--- config.mk ---
export PLATFORM = sky130hd
export DESIGN_NAME = key_event_gen_flat
export DESIGN_NICKNAME = d
export VERILOG_FILES = /design/src/rtl/key_event_pkg.sv /design/src/rtl/key_event_gen_if.sv /design/src/rtl/key_event_chan.sv /design/src/rtl/key_event_gen.sv /design/src/flat_wrapper.sv
export SDC_FILE = /design/constraint.sdc
export NUM_CORES = 1
export LEC_CHECK = 0
export ABC_AREA = 1
export BUFFER_PORTS_ARGS = -buffer_cell sky130_fd_sc_hd__buf_2
export CAP_MARGIN = 40
export CORE_MARGIN = 3
export CORE_UTILIZATION = 55
export CTS_BUF_LIST = sky130_fd_sc_hd__clkbuf_8
export DETAILED_ROUTE_END_ITERATION = 6
export PLACE_DENSITY = 0.78
export SETUP_SLACK_MARGIN = 0.5
export SLEW_MARGIN = 5
export SYNTH_ARGS = -nofsm -noshare
export SYNTH_HDL_FRONTEND = slang
export SYNTH_SLANG_ARGS = --single-unit
--- constraint.sdc ---
create_clock -name clk_100hz -period 1.29 [get_ports clk_100hz]
set_input_delay 0.258 -clock clk_100hz [delete_from_list [all_inputs] [get_ports clk_100hz]]
set_output_delay 0.258 -clock clk_100hz [all_outputs]
set_load 0.01 [all_outputs]
--- src/rtl/key_event_pkg.sv ---
// key_event_pkg: shared state encoding, default timing constants and key indices.
// Used by key_event_chan, key_event_gen and the bench; declares no ports.
package key_event_pkg;
  typedef enum logic [1:0] {WAIT_REL, IDLE, PRESSED, HELD} key_state_t;
  localparam int HOLD_TICKS_DEF = 100;
  localparam int REPEAT_TICKS_DEF = 25;
  localparam int CNT_W_DEF = 7;
  localparam int K_MODE = 0;
  localparam int K_INCX = 1;
  localparam int K_INCY = 2;
  localparam int K_ANS = 3;
  localparam int K_AUTO = 4;
endpackage

--- src/rtl/key_event_gen_if.sv ---
// key_event_gen_if: key levels in, event pulses and key-down levels out.
// master drives key_lvl/repeat_en and observes the events; slave is key_event_gen.
//   key_lvl, repeat_en                                   master -> slave
//   press_pulse, release_pulse, hold_pulse, repeat_pulse  slave -> master
//   key_down, any_down                                    slave -> master
interface key_event_gen_if #(parameter int NUM_KEYS = 5);
  logic [NUM_KEYS-1:0] key_lvl;
  logic [NUM_KEYS-1:0] repeat_en;
  logic [NUM_KEYS-1:0] press_pulse;
  logic [NUM_KEYS-1:0] release_pulse;
  logic [NUM_KEYS-1:0] hold_pulse;
  logic [NUM_KEYS-1:0] repeat_pulse;
  logic [NUM_KEYS-1:0] key_down;
  logic any_down;
  modport master(output key_lvl, repeat_en,
                 input press_pulse, release_pulse, hold_pulse, repeat_pulse, key_down, any_down);
  modport slave(input key_lvl, repeat_en,
                output press_pulse, release_pulse, hold_pulse, repeat_pulse, key_down, any_down);
endinterface

--- src/rtl/key_event_chan.sv ---
// key_event_chan: one key's press/release/hold/repeat FSM with its tick counter.
//   clk_100hz, rst_ (async, active-low)
//   key_lvl, repeat_en in; press/release/hold/repeat pulses and key_down out (all registered)
module key_event_chan
  import key_event_pkg::*;
#(
  parameter int HOLD_TICKS = HOLD_TICKS_DEF,
  parameter int REPEAT_TICKS = REPEAT_TICKS_DEF,
  parameter int CNT_W = CNT_W_DEF
) (
  input  logic clk_100hz,
  input  logic rst_,
  input  logic key_lvl,
  input  logic repeat_en,
  output logic press_pulse,
  output logic release_pulse,
  output logic hold_pulse,
  output logic repeat_pulse,
  output logic key_down
);
  localparam logic [CNT_W-1:0] HOLD_LAST = CNT_W'(HOLD_TICKS - 1);
  localparam logic [CNT_W-1:0] REP_LAST = CNT_W'(REPEAT_TICKS - 1);
  key_state_t state, state_n;
  logic [CNT_W-1:0] cnt, cnt_n;
  logic hold_hit, rep_hit, pressing, releasing;
  // thresholds only count while the key is still high, so a release on that edge wins
  assign hold_hit = state == PRESSED && key_lvl && cnt == HOLD_LAST;
  assign rep_hit = state == HELD && key_lvl && repeat_en && cnt == REP_LAST;
  assign pressing = state == IDLE && key_lvl;
  assign releasing = (state == PRESSED || state == HELD) && !key_lvl;
  always_comb begin
    state_n = state;
    cnt_n = cnt;
    case (state)
      WAIT_REL: state_n = key_lvl ? WAIT_REL : IDLE;
      IDLE: begin
        state_n = key_lvl ? PRESSED : IDLE;
        cnt_n = '0;
      end
      PRESSED: begin
        state_n = !key_lvl ? IDLE : hold_hit ? HELD : PRESSED;
        cnt_n = (!key_lvl || hold_hit) ? '0 : cnt + 1'b1;
      end
      HELD: begin
        state_n = key_lvl ? HELD : IDLE;
        // repeat_en low freezes the count so re-enabling resumes mid-interval
        cnt_n = (!key_lvl || rep_hit) ? '0 : repeat_en ? cnt + 1'b1 : cnt;
      end
    endcase
  end
  always_ff @(posedge clk_100hz or negedge rst_)
    if (!rst_) begin
      state <= WAIT_REL;
      cnt <= '0;
      press_pulse <= 1'b0;
      release_pulse <= 1'b0;
      hold_pulse <= 1'b0;
      repeat_pulse <= 1'b0;
      key_down <= 1'b0;
    end else begin
      state <= state_n;
      cnt <= cnt_n;
      press_pulse <= pressing;
      release_pulse <= releasing;
      hold_pulse <= hold_hit;
      repeat_pulse <= rep_hit;
      key_down <= state_n == PRESSED || state_n == HELD;
    end
endmodule

--- src/rtl/key_event_gen.sv ---
// key_event_gen: NUM_KEYS independent key event channels plus an any-key-down flag.
//   clk_100hz, rst_ (async, active-low)
//   bus: key_event_gen_if.slave carrying key levels in and event pulses/levels out
module key_event_gen
  import key_event_pkg::*;
#(
  parameter int NUM_KEYS = 5,
  parameter int HOLD_TICKS = HOLD_TICKS_DEF,
  parameter int REPEAT_TICKS = REPEAT_TICKS_DEF,
  parameter int CNT_W = CNT_W_DEF
) (
  input logic clk_100hz,
  input logic rst_,
  key_event_gen_if.slave bus
);
  for (genvar k = 0; k < NUM_KEYS; k++) begin : g_chan
    key_event_chan #(
      .HOLD_TICKS(HOLD_TICKS),
      .REPEAT_TICKS(REPEAT_TICKS),
      .CNT_W(CNT_W)
    ) u_chan (
      .clk_100hz(clk_100hz),
      .rst_(rst_),
      .key_lvl(bus.key_lvl[k]),
      .repeat_en(bus.repeat_en[k]),
      .press_pulse(bus.press_pulse[k]),
      .release_pulse(bus.release_pulse[k]),
      .hold_pulse(bus.hold_pulse[k]),
      .repeat_pulse(bus.repeat_pulse[k]),
      .key_down(bus.key_down[k])
    );
  end
  // OR of registered levels only, so still no input-to-output path
  assign bus.any_down = |bus.key_down;
endmodule
--- src/flat_wrapper.sv ---
// flat-port wrapper written by rule: the top's interface ports become plain ports
module key_event_gen_flat import key_event_pkg::*;
#(
  parameter int NUM_KEYS = 5,
  parameter int HOLD_TICKS = HOLD_TICKS_DEF,
  parameter int REPEAT_TICKS = REPEAT_TICKS_DEF,
  parameter int CNT_W = CNT_W_DEF
)
  (clk_100hz, rst_, bus_key_lvl, bus_repeat_en, bus_press_pulse, bus_release_pulse, bus_hold_pulse, bus_repeat_pulse, bus_key_down, bus_any_down);
  key_event_gen_if #(.NUM_KEYS(NUM_KEYS)) bus_i ();
  input logic clk_100hz;
  input logic rst_;
  input wire logic [$bits(bus_i.key_lvl)-1:0] bus_key_lvl;
  input wire logic [$bits(bus_i.repeat_en)-1:0] bus_repeat_en;
  output wire logic [$bits(bus_i.press_pulse)-1:0] bus_press_pulse;
  output wire logic [$bits(bus_i.release_pulse)-1:0] bus_release_pulse;
  output wire logic [$bits(bus_i.hold_pulse)-1:0] bus_hold_pulse;
  output wire logic [$bits(bus_i.repeat_pulse)-1:0] bus_repeat_pulse;
  output wire logic [$bits(bus_i.key_down)-1:0] bus_key_down;
  output wire logic [$bits(bus_i.any_down)-1:0] bus_any_down;
  assign bus_i.key_lvl = bus_key_lvl;
  assign bus_i.repeat_en = bus_repeat_en;
  assign bus_press_pulse = bus_i.press_pulse;
  assign bus_release_pulse = bus_i.release_pulse;
  assign bus_hold_pulse = bus_i.hold_pulse;
  assign bus_repeat_pulse = bus_i.repeat_pulse;
  assign bus_key_down = bus_i.key_down;
  assign bus_any_down = bus_i.any_down;
  key_event_gen #(.NUM_KEYS(NUM_KEYS), .HOLD_TICKS(HOLD_TICKS), .REPEAT_TICKS(REPEAT_TICKS), .CNT_W(CNT_W)) u_core (.clk_100hz(clk_100hz), .rst_(rst_), .bus(bus_i));
endmodule
==> reports/metrics.csv, run 1 <==
stage,metric,value,unit
grt,initial antenna violation count,0,
placement,Final Wtd Congestion,0.8324,
power,VDD IR max,0.0006396,V
power,Leak,0.002542,uW
grt,first-pass GRT wire length,14660,um
sta,PnR worst setup slack,-222.2,ps
clocking,Longest Clk Path Bufs,2,
floorplanning,Ports,38,
placement,Placed Cells,600,
cells_and_area,fraction of layout cells with a size suffix above 1,48.13,%
sta,Worst-Margin Slew,420.7,ps
run_status,failing checks,"negative hold slack, negative setup slack",
sta,Tmin final,1512,ps
cells_and_area,Post-Layout Cell Count,665,
critical_path,"Largest stage delay, worst path",460,ps
power,pwr/cell area,998.6,mW/mm^2
clocking,# clock sinks,67,
critical_path,Worst Path Max Fanout,4,
critical_path,WS Path Type,flip-flop to flip-flop,
sta,Final Slew Violations,0,
clocking,CTS tree,yes,
routing,Wirelength per Cell,18.42,um
critical_path,Top delay family on crit path,simple AND/OR/NAND/NOR gates,
floorplanning,core area,0.006422,mm^2
cells_and_area,synth-to-layout area growth,45.44,%
placement,IO Port Bufs,37,
grt,pin count of the biggest net entering global routing,31,
grt,overall routing resource usage,24.25,%
placement,HPWL after DPL,5298,um
critical_path,"Cell Chain, Critical Path",inv_2 -> ha_4 -> inv_2 -> nor2_1 -> nand2_1 -> nand2_2 -> nand3_4 -> nand2_1 -> nor2_1,
sta,fin crit share,117.2,%
sta,Rel. slew slack,71.93,%
flow_run,number of max-cap violations,0,
grt,number of global-route vias before repair,3355,
floorplanning,overall die area,0.007696,mm^2
synth,number of different library cells in the post-synthesis netlist,24,
cells_and_area,Ant. Diodes,0,
worst_hold_path,Hold Crit Class,input pin to async pin,
critical_path,Required @ worst endpoint,1540,ps
sta,maximum clock frequency,0.6613,GHz
synth,Yosys reg bits,67,
routing,final WL,12250,um
sta,setup TNS,-5008,ps
synth,Syn Std Cell Area,0.003674,mm^2
clocking,CTS Root Cell,clkbuf_8,
clocking,Worst-path clk slew,80,ps
synth,Yosys warnings,0,
sta,setup violators final,42,
floorplanning,Die Wd,87.73,um
critical_path,critical path's slowest cell,dfrtp_2,
routing,ANT nets after route,0,
critical_path,CP endpoint kind,flip-flop,
routing,initial DRC count,350,
critical_path,worst path buffer plus inverter count,2,
critical_path,Worst Setup Start Kind,flip-flop,
sta,"Hold Vio Cnt, Final",12,
clocking,Clock Latency Late Sink,350,ps
cells_and_area,Final #Nets,605,
floorplanning,Die Height,87.73,um
synth,syn avg cell area,7.590,um^2
run_status,outcome,"finished, violations left",
power,total power,5335,uW
floorplanning,Initial Util,57.20,%
floorplanning,num rows,29,
routing,via count,3949,
synth,sequential area share after synthesis,45.64,%
critical_path,crit path DAT,1760,ps
synth,Syn Nets,506,
cells_and_area,fill count,280,
routing,DRC violations left,0,
clocking,H-tree levels,3,
routing,via/cell ratio,5.938,
sta,Clock Skew,19.26,ps
sta,RSZ-0062 raised after global routing,yes,
grt,grt ovf,0,
routing,Pre-antenna DRT Iters,5,
clocking,CTS buffer count,9,
sta,hold_ws,-192.0,ps
synth,Mapped Cells,484,
[worst register-to-register path: stages, from the launching register on]
cell	delay, ps
dfrtp_2	460
inv_2	110
ha_4	140
inv_2	40
nor2_1	110
nand2_1	130
nand2_2	150
nand3_4	130
nand2_1	100
nor2_1	40
[through the flow]
step | utilization, % | hold WS (ps) | instance area [um^2] | setup slack (ps)
after floorplan | - | -37.59 | 3736 | 48.95
after global routing | 83.19 | -175.3 | 5343 | -250.7
final | 83.19 | -192.0 | 5343 | -222.2
after global placement | 62.95 | 184.2 | 4043 | -15.54
after CTS | 74.17 | -181.9 | 4763 | -105.3
after detailed placement | 62.95 | 183.2 | 4043 | -57.14
[synth_stat cells]
cell	instances	share of area (%)
nand4_1	8	1.4
buf_4	25	5.1
nand3_2	6	1.6
buf_6	1	0.31
nor2_2	4	0.68
nor3_1	18	2.5
o21ai_1	3	0.41
o21ai_0	11	1.5
inv_1	71	7.3
dfrtp_1	67	46
o211ai_1	2	0.41
nor2_4	3	0.92
nor2_1	79	8.1
nor4_1	3	0.51
nand3_1	37	5.0
nand3b_1	3	0.61
nand2_2	3	0.51
nand3b_2	1	0.31
nand2_1	119	12
ha_1	10	3.4
o21bai_1	2	0.41
nand2_4	2	0.61
a21oi_1	2	0.27
inv_2	4	0.41
[cell type report]
type / instances / area [um^2] / area share (%)
well taps: 77 / 96.34 / 1.803
clock buffers: 10 / 137.6 / 2.576
inverters: 75 / 305.3 / 5.714
repair buffers: 112 / 904.6 / 16.93
clock inverters: 6 / 75.07 / 1.405
multi-input cells: 318 / 2131 / 39.88
flip-flops and latches: 67 / 1693 / 31.69
[worst paths after layout]
check	to	cells after the start	start	slack (ps)
min reg2reg	u_core.g_chan[2].u_chan.hold_pulse	1	u_core.g_chan[2].u_chan.state[0]	540
max reg2reg	u_core.g_chan[2].u_chan.cnt[5]	9	u_core.g_chan[2].u_chan.cnt[0]	-220
max	u_core.g_chan[2].u_chan.cnt[5]	9	u_core.g_chan[2].u_chan.cnt[0]	-220
max in group asynchronous	u_core.g_chan[1].u_chan.state[1]	2	rst_	970
min	u_core.g_chan[3].u_chan.hold_pulse	1	rst_	-190
min in group clk_100hz	u_core.g_chan[4].u_chan.release_pulse	2	bus_key_lvl[4]	90
[logic make-up after synthesis]
logic type,share of synthesized area [%]
AO/OA/AOI/OAI,2.997
adder cells (fa/ha/maj),3.406
buffers and inverters,13.08
flip-flops,45.64
AND/OR/NAND/NOR,34.88
[sequential cells by signal, indices dropped and copies added, names as in the netlist]
register / count
u_core.g_chan.u_chan.press_pulse: 5
u_core.g_chan.u_chan.hold_pulse: 5
u_core.g_chan.u_chan.state: 7
u_core.g_chan.u_chan.release_pulse: 5
u_core.g_chan.u_chan.key_down: 5
u_core.g_chan.u_chan.cnt: 35
u_core.g_chan.u_chan.repeat_pulse: 5
[placed cells by master, fill, tap and decap left out, drive strengths merged]
master,netlist,layout
nor2,86,87
nand4,8,8
ha,10,10
nor3,18,18
o21bai,2,2
a21oi,2,2
clkbuf,0,10
clkinvlp,0,1
dfrtp,67,67
o21ai,14,14
buf,26,112
o211ai,2,2
inv,75,78
nand3,43,43
nand3b,4,4
nand2,124,125
nor4,3,3
bufinv,0,2
[per-layer routing]
layer  global-route usage (%)  wire [um]
met1                    28.72       4552
met2                    42.60       6028
met3                    4.610        948
met4                    10.88        717
met5                        0          0
[report_power, final]
group / internal [uW] / switching (uW)
clock: 1120 / 823
combinational: 474 / 628
sequential: 2180 / 113
[repair_timing]
action / 4_1_cts / 5_1_grt
buffers inserted: 24 / 23
hold endpoints to repair: 12 / 12
endpoints found under the setup margin: 87 / 91
pin swaps: 29 / 39
gates resized for setup: 95 / 103
gates cloned: 1 / 1
No activity file was read; power rests on OpenSTA's default activity.
==> inputs of run 2 (changes only) <==
--- a/config.mk
+++ b/config.mk
@@ -5,7 +5,6 @@
 export SDC_FILE = /design/constraint.sdc
 export NUM_CORES = 1
 export LEC_CHECK = 0
-export ABC_AREA = 1
 export BUFFER_PORTS_ARGS = -buffer_cell sky130_fd_sc_hd__buf_2
 export CAP_MARGIN = 40
 export CORE_MARGIN = 3
==> run 2 against run 1 <==
  * The run ends with design-rule violations, negative hold slack, negative setup slack left
  * Combinational power rose by 11%
  * Worst setup slack got worse by 420 ps
  * Non-clock buffer count rose by 68
  * Maximum frequency fell by 22%
  * Power rose by 8.7%
  * Via count rose by 17%
  * Register-to-register slack got worse by 420 ps
  * Cell count fell by 7.2%
==> reports/metrics.csv, run 2 <==
stage,metric,value,unit,change
run_status,outcome,"finished, violations left",,unchanged
run_status,failing checks,"design-rule violations, negative hold slack, negative setup slack",,"was negative hold slack, negative setup slack"
routing,via/cell ratio,7.478,,was 5.938
critical_path,Worst Path Max Fanout,5,,was 4
floorplanning,Initial Util,58.30,%,was 57.20%
clocking,CTS tree,yes,,unchanged
grt,grt ovf,0,,unchanged
grt,first-pass GRT wire length,21490,um,was 14660 um
grt,overall routing resource usage,37.85,%,was 24.25%
synth,number of synthesized flops with an enable pin,0,,unchanged
placement,HPWL after DPL,6308,um,was 5298 um
critical_path,Worst Setup Start Kind,flip-flop,,unchanged
sta,PnR worst setup slack,-638.6,ps,was -222.2 ps
floorplanning,overall die area,0.007422,mm^2,was 0.007696 mm^2
power,NetSw,1737,uW,was 1563 uW
power,total power,5800,uW,was 5335 uW
clocking,Clock Latency Late Sink,370,ps,was 350 ps
worst_hold_path,Hold Crit Class,input pin to async pin,,unchanged
clocking,H-tree levels,3,,unchanged
placement,IO Port Bufs,37,,unchanged
synth,Yosys reg bits,67,,unchanged
synth,sequential area share after synthesis,47.45,%,was 45.64%
synth,Mapped Cells,377,,was 484
cells_and_area,synth-to-layout area growth,66.54,%,was 45.44%
routing,via count,4614,,was 3949
power,Leak,0.002576,uW,was 0.002542 uW
synth,"top cells by count, synth","dfrtp_1, nand2_1, o21ai_0",,"was nand2_1, nor2_1, inv_1"
cells_and_area,most frequent cells in the layout,"buf_4, dfrtp_1, buf_6",,"was nand2_1, nor2_1, dfrtp_1"
synth,Synth top area share,47.45,%,was 45.64%
sta,fin crit share,149.5,%,was 117.2%
cells_and_area,fraction of layout cells with a size suffix above 1,57.75,%,was 48.13%
routing,DRC violations left,1,,was 0
floorplanning,num rows,28,,was 29
cells_and_area,Util after Layout,97.09,%,was 83.19%
routing,ANT nets after route,0,,unchanged
synth,Synth Flop Type,dfrtp_1,,unchanged
grt,pin count of the biggest net entering global routing,33,,was 31
power,sw frac,29.95,%,was 29.29%
synth,top-count cell post-synth,dfrtp_1,,was nand2_1
clocking,Longest Clk Path Bufs,2,,unchanged
flow_run,number of max-cap violations,0,,unchanged
cells_and_area,"commonest non-fill, non-tap cell in the layout",buf_4,,was nand2_1
critical_path,WS Path Type,flip-flop to flip-flop,,unchanged
placement,Final Wtd Congestion,0.9025,,was 0.8324
cells_and_area,Final #Nets,559,,was 605
sta,Clock Skew,17.94,ps,was 19.26 ps
cells_and_area,max reg flops,35,,unchanged
routing,final WL,19410,um,was 12250 um
grt,number of global-route vias before repair,4108,,was 3355
sta,Final Slew Violations,0,,unchanged
clocking,CTS buffer count,9,,unchanged
sta,setup violators final,53,,was 42
power,Power Internal,4063,uW,was 3772 uW
clocking,CTS Root Cell,clkbuf_8,,unchanged
floorplanning,Ports,38,,unchanged
floorplanning,Die Height,86.15,um,was 87.73 um
sta,Tmin final,1929,ps,was 1512 ps
clocking,Worst-path clk slew,90,ps,was 80 ps
critical_path,CP endpoint kind,flip-flop,,unchanged
placement,dpl ws,-471.2,ps,was -57.14 ps
sta,"Hold Vio Cnt, Final",14,,was 12
sta,hold_ws,-159.3,ps,was -192.0 ps
synth,Syn Nets,399,,was 506
synth,Syn Std Cell Area,0.003533,mm^2,was 0.003674 mm^2
floorplanning,Die Wd,86.15,um,was 87.73 um
synth,Yosys warnings,0,,unchanged
floorplanning,core area,0.006061,mm^2,was 0.006422 mm^2
power,Clk pwr share,40.2,%,was 36.3%
cells_and_area,Ant. Diodes,0,,unchanged
sta,Worst-Margin Slew,597.6,ps,was 420.7 ps
synth,number of different library cells in the post-synthesis netlist,49,,was 24
sta,Rel. slew slack,60.16,%,was 71.93%
clocking,# clock sinks,67,,unchanged
power,Flop pwr share,38.7,%,was 43.0%
power,pwr/cell area,985.7,mW/mm^2,was 998.6 mW/mm^2
routing,Pre-antenna DRT Iters,7,,was 5
synth,top post-synthesis cells by area,"dfrtp_1, buf_4, nand2_1, o21ai_0, ha_1",,"was dfrtp_1, nand2_1, nor2_1, inv_1, buf_4"
synth,post-synthesis async set-or-reset flop share,100.0,%,unchanged
routing,Wirelength per Cell,31.46,um,was 18.42 um
sta,RSZ-0062 raised after global routing,yes,,unchanged
grt,initial antenna violation count,1,,was 0
power,combinational cell fraction of total power,21.0,%,was 20.7%
cells_and_area,Largest regs,"u_core.g_chan.u_chan.cnt x35, u_core.g_chan.u_chan.state x7",,unchanged
sta,maximum clock frequency,0.5185,GHz,was 0.6613 GHz
routing,initial DRC count,726,,was 350
synth,post-synth top area cell,dfrtp_1,,unchanged
synth,syn avg cell area,9.372,um^2,was 7.590 um^2
critical_path,crit path DAT,2150,ps,was 1760 ps
critical_path,Required @ worst endpoint,1520,ps,was 1540 ps
cells_and_area,Biggest register,u_core.g_chan.u_chan.cnt,,unchanged
power,VDD IR max,0.001074,V,was 0.0006396 V
-- run 2: what timing repair did --
| item | in CTS | in global routing |
|---|---|---|
| gates cloned | 0 | 0 |
| endpoints found under the setup margin | 89 | 91 |
| buffers inserted | 21 | 18 |
| gates resized for setup | 78 | 99 |
| endpoints found under the hold margin | 14 | 14 |
| pin swaps | 29 | 32 |
-- run 2: metrics by stage --
| step | setup TNS (ps) | hold WS, ps | instance area [um^2] | cells |
|---|---|---|---|---|
| after CTS | -10970 | -160.5 | 5310 | 599 |
| after detailed placement | -10480 | 229.1 | 4566 | 562 |
| final | -19040 | -159.3 | 5884 | 617 |
| after floorplan | -7921 | -37.59 | 3734 | 377 |
| after global routing | -20580 | -153.9 | 5884 | 617 |
| after global placement | -8777 | 217.4 | 4566 | 562 |
-- run 2: per-layer routing --
| metal | up-vias | wire, um | track usage [%] |
|---|---|---|---|
| li1 | 1656 | - | - |
| met1 | 2117 | 6205 | 44.30 |
| met2 | 595 | 8451 | 63.35 |
| met3 | 244 | 2567 | 10.37 |
| met4 | 2 | 2174 | 19.57 |
| met5 | - | 13 | 0 |
-- run 2: final cells by class --
class | count | area [um^2]
clock buffer | 10 | 137.6
timing repair buffer | 180 | 1499
fill | 103 | 176.4
tap | 75 | 93.84
clock inverter | 6 | 112.6
sequential | 67 | 1682
multi-input combinational | 260 | 2283
inverter | 19 | 76.32
-- run 2: kinds of logic after synthesis --
| group | count (synthesis) | synth area share [%] |
|---|---|---|
| compound gates | 91 | 16.33 |
| fa+ha+maj | 10 | 3.541 |
| flops | 67 | 47.45 |
| simple gates | 159 | 24.47 |
| buf+inv | 50 | 8.215 |
-- run 2: path summary, 6_finish.rpt --
| path | start | endpoint | slack [ps] | cells past startpoint |
|---|---|---|---|---|
| worst max-delay path | u_core.g_chan[0].u_chan.cnt[1] | u_core.g_chan[0].u_chan.cnt[6] | -640 | 6 |
| worst min-delay path | rst_ | u_core.g_chan[2].u_chan.cnt[5] | -160 | 1 |
| worst max register to register | u_core.g_chan[0].u_chan.cnt[1] | u_core.g_chan[0].u_chan.cnt[6] | -640 | 6 |
| worst min register to register | u_core.g_chan[1].u_chan.state[1] | u_core.g_chan[1].u_chan.press_pulse | 620 | 1 |
| max in group asynchronous | rst_ | u_core.g_chan[2].u_chan.cnt[2] | 870 | 2 |
| min in group clk_100hz | bus_key_lvl[4] | u_core.g_chan[4].u_chan.release_pulse | 210 | 3 |
-- run 2: power by group through the flow --
stage | clock network (uW) | registers [uW] | logic (uW)
final | 2330 | 2250 | 1220
after global routing | 2400 | 2250 | 1250
after CTS | 2230 | 2220 | 843
after detailed placement | 0 | 2270 | 677
after global placement | 0 | 2260 | 652
after floorplan | 0 | 2270 | 362
-- run 2: worst max-delay path, stage by stage (launching register included) --
cell and delay [ps]:
dfrtp_1 410, ha_2 210, nand4b_1 190, or4_4 490, nand3b_1 200, buf_6 180
o221ai_2 120
==> inputs of run 3 (changes only) <==
--- a/config.mk
+++ b/config.mk
@@ -11,6 +11,7 @@
 export CORE_UTILIZATION = 55
 export CTS_BUF_LIST = sky130_fd_sc_hd__clkbuf_8
 export DETAILED_ROUTE_END_ITERATION = 6
+export GPL_TIMING_DRIVEN = 0
 export PLACE_DENSITY = 0.78
 export SETUP_SLACK_MARGIN = 0.5
 export SLEW_MARGIN = 5
==> run 3 against run 2 <==
  * Worst setup slack improved by 44 ps
  * Sequential cell count unchanged
  * The flow finishes with violations (negative hold slack, negative setup slack)
  * Core utilization decreased by 5.6 points
  * Hold slack improved by 140 ps
  * Die area unchanged
  * Count of clock-buffer cells in the layout increased by 3
  * Via count decreased by 21%
  * Critical path depth unchanged
  * Non-clock buffer count decreased by 48
==> reports/metrics.csv, run 3 (synthesis results as in run 2) <==
stage,metric,value,unit,change
sta,PnR worst setup slack,-594.9,ps,was -638.6 ps
sta,setup TNS,-17360,ps,was -19040 ps
sta,fin crit share,146.1,%,was 149.5%
critical_path,WS Path Type,flip-flop to flip-flop,,unchanged
sta,maximum clock frequency,0.5305,GHz,was 0.5185 GHz
critical_path,CP most frequent cell,buf_6,,
routing,via/cell ratio,6.433,,was 7.478
grt,overall routing resource usage,27.43,%,was 37.85%
grt,first-pass GRT wire length,15910,um,was 21490 um
critical_path,"Largest stage delay, worst path",490,ps,about the same
sta,hold_ws,-17.38,ps,was -159.3 ps
routing,ANT nets after route,0,,unchanged
sta,Worst-Margin Slew,859.8,ps,was 597.6 ps
sta,Final Slew Violations,0,,unchanged
sta,Tmin final,1885,ps,was 1929 ps
placement,HPWL after DPL,4906,um,was 6308 um
grt,initial antenna violation count,0,,was 1
cells_and_area,max reg flops,35,,unchanged
sta,"Hold Vio Cnt, Final",6,,was 14
placement,Post-DP Area,0.004015,mm^2,was 0.004566 mm^2
grt,grt ovf,0,,unchanged
routing,final WL,12890,um,was 19410 um
cells_and_area,synth-to-layout area growth,57.01,%,was 66.54%
critical_path,"Cell Chain, Critical Path",buf_6 -> or4b_1 -> or3_1 -> buf_6 -> a32oi_1 -> o21ai_1,,was ha_2 -> nand4b_1 -> or4_4 -> nand3b_1 -> buf_6 -> o221ai_2
grt,pin count of the biggest net entering global routing,68,,was 33
clocking,# clock sinks,67,,unchanged
clocking,CTS tree,yes,,unchanged
routing,DRC violations left,0,,was 1
cells_and_area,fraction of layout cells with a size suffix above 1,49.90,%,was 57.75%
placement,Final Wtd Congestion,0.8738,,was 0.9025
sta,setup violators final,49,,was 53
floorplanning,Die Height,86.15,um,unchanged
critical_path,crit path DAT,2130,ps,was 2150 ps
routing,Pre-antenna DRT Iters,5,,was 7
cells_and_area,most frequent cells in the layout,"buf_6, dfrtp_1, nand2_1",,"was buf_4, dfrtp_1, buf_6"
critical_path,Setup crit start,u_core.g_chan[1].u_chan.state[0],,was u_core.g_chan[0].u_chan.cnt[1]
cells_and_area,Biggest register,u_core.g_chan.u_chan.cnt,,unchanged
power,Leak,0.002319,uW,was 0.002576 uW
cells_and_area,Util after Layout,91.54,%,was 97.09%
routing,Wirelength per Cell,22.70,um,was 31.46 um
clocking,CTS Root Cell,clkbuf_8,,unchanged
run_status,failing checks,"negative hold slack, negative setup slack",,"was design-rule violations, negative hold slack, negative setup slack"
critical_path,CP endpoint kind,flip-flop,,unchanged
cells_and_area,Largest regs,"u_core.g_chan.u_chan.cnt x35, u_core.g_chan.u_chan.state x7",,unchanged
floorplanning,core area,0.006061,mm^2,unchanged
floorplanning,num rows,28,,unchanged
floorplanning,overall die area,0.007422,mm^2,unchanged
placement,IO Port Bufs,37,,unchanged
critical_path,Required @ worst endpoint,1540,ps,was 1520 ps
power,pwr/cell area,940.2,mW/mm^2,was 985.7 mW/mm^2
clocking,Clock Latency Late Sink,360,ps,was 370 ps
critical_path,Worst Path Max Fanout,6,,was 5
worst_hold_path,Hold Crit Class,input pin to async pin,,unchanged
critical_path,Top delay family on crit path,simple AND/OR/NAND/NOR gates,,unchanged
floorplanning,Die Wd,86.15,um,unchanged
critical_path,R2R setup slack,-590,ps,was -640 ps
clocking,H-tree levels,3,,unchanged
critical_path,WP depth,6,,unchanged
floorplanning,Initial Util,58.30,%,unchanged
cells_and_area,Final #Nets,511,,was 559
placement,dpl ws,-619.1,ps,was -471.2 ps
power,total power,5216,uW,was 5800 uW
floorplanning,Ports,38,,unchanged
cells_and_area,"commonest non-fill, non-tap cell in the layout",buf_6,,was buf_4
cells_and_area,fin area,0.005548,mm^2,was 0.005884 mm^2
critical_path,start of the worst register-to-register path,u_core.g_chan[1].u_chan.state[0],,was u_core.g_chan[0].u_chan.cnt[1]
power,VDD IR max,0.0009743,V,was 0.001074 V
critical_path,Worst Setup Start Kind,flip-flop,,unchanged
sta,Rel. slew slack,42.68,%,was 60.16%
critical_path,critical path's slowest cell,or4b_1,,was or4_4
sta,RSZ-0062 raised after global routing,yes,,unchanged
clocking,CTS buffer count,9,,unchanged
grt,number of global-route vias before repair,3285,,was 4108
critical_path,R2R cell count,6,,unchanged
sta,Clock Skew,12.26,ps,was 17.94 ps
routing,via count,3654,,was 4614
clocking,Longest Clk Path Bufs,2,,unchanged
flow_run,number of max-cap violations,0,,unchanged
clocking,Worst-path clk slew,80,ps,was 90 ps
routing,initial DRC count,406,,was 726
clocking,cts hold-fix bufs,0,,
run_status,outcome,"finished, violations left",,unchanged
cells_and_area,Ant. Diodes,0,,unchanged
critical_path,worst path buffer plus inverter count,2,,was 1
[run 3: final timing paths]
kind | end
hold / removal | u_core.g_chan[2].u_chan.cnt[5]
hold reg to reg | u_core.g_chan[1].u_chan.cnt[3]
setup / recovery | u_core.g_chan[1].u_chan.cnt[6]
min in group clk_100hz | u_core.g_chan[3].u_chan.state[0]
setup reg to reg | u_core.g_chan[1].u_chan.cnt[6]
max in group asynchronous | u_core.g_chan[1].u_chan.cnt[3]
[run 3: report_power, final]
part	switching, uW	internal, uW
logic	511	522
registers	93.5	2170
clock network	828	1090
[run 3: cell type report]
cell class                 instances  area, um^2
multi-input combinational        260        2166
sequential                        67        1685
timing repair buffer             101       950.9
fill                             188       513.0
buffer                            31       362.8
clock buffer                      13       178.9
tap                               75       93.84
inverter                          19       76.32
clock inverter                     2       33.78
[run 3: routing by layer]
layer,wire (um),vias up,global-route usage [%]
li1,-,1560,-
met1,5057,1838,36.35
met2,6448,214,44.57
met3,959,42,6.148
met4,427,0,9.209
met5,0,-,0
[run 3: what timing repair did]
item | CTS | global route
pin swaps | 29 | 21
gates resized for setup | 115 | 64
gates cloned | 1 | 0
setup endpoints to repair | 82 | 88
setup buffers | 47 | 16
[run 3: per-stage QoR]
stage | instances | hold WS (ps)
5_1_grt | 568 | 43.46
4_1_cts | 552 | 31.28
3_3_place_gp | 489 | 477.9
6_report | 568 | -17.38
3_5_place_dp | 489 | 416.0
2_1_floorplan | 377 | -37.59
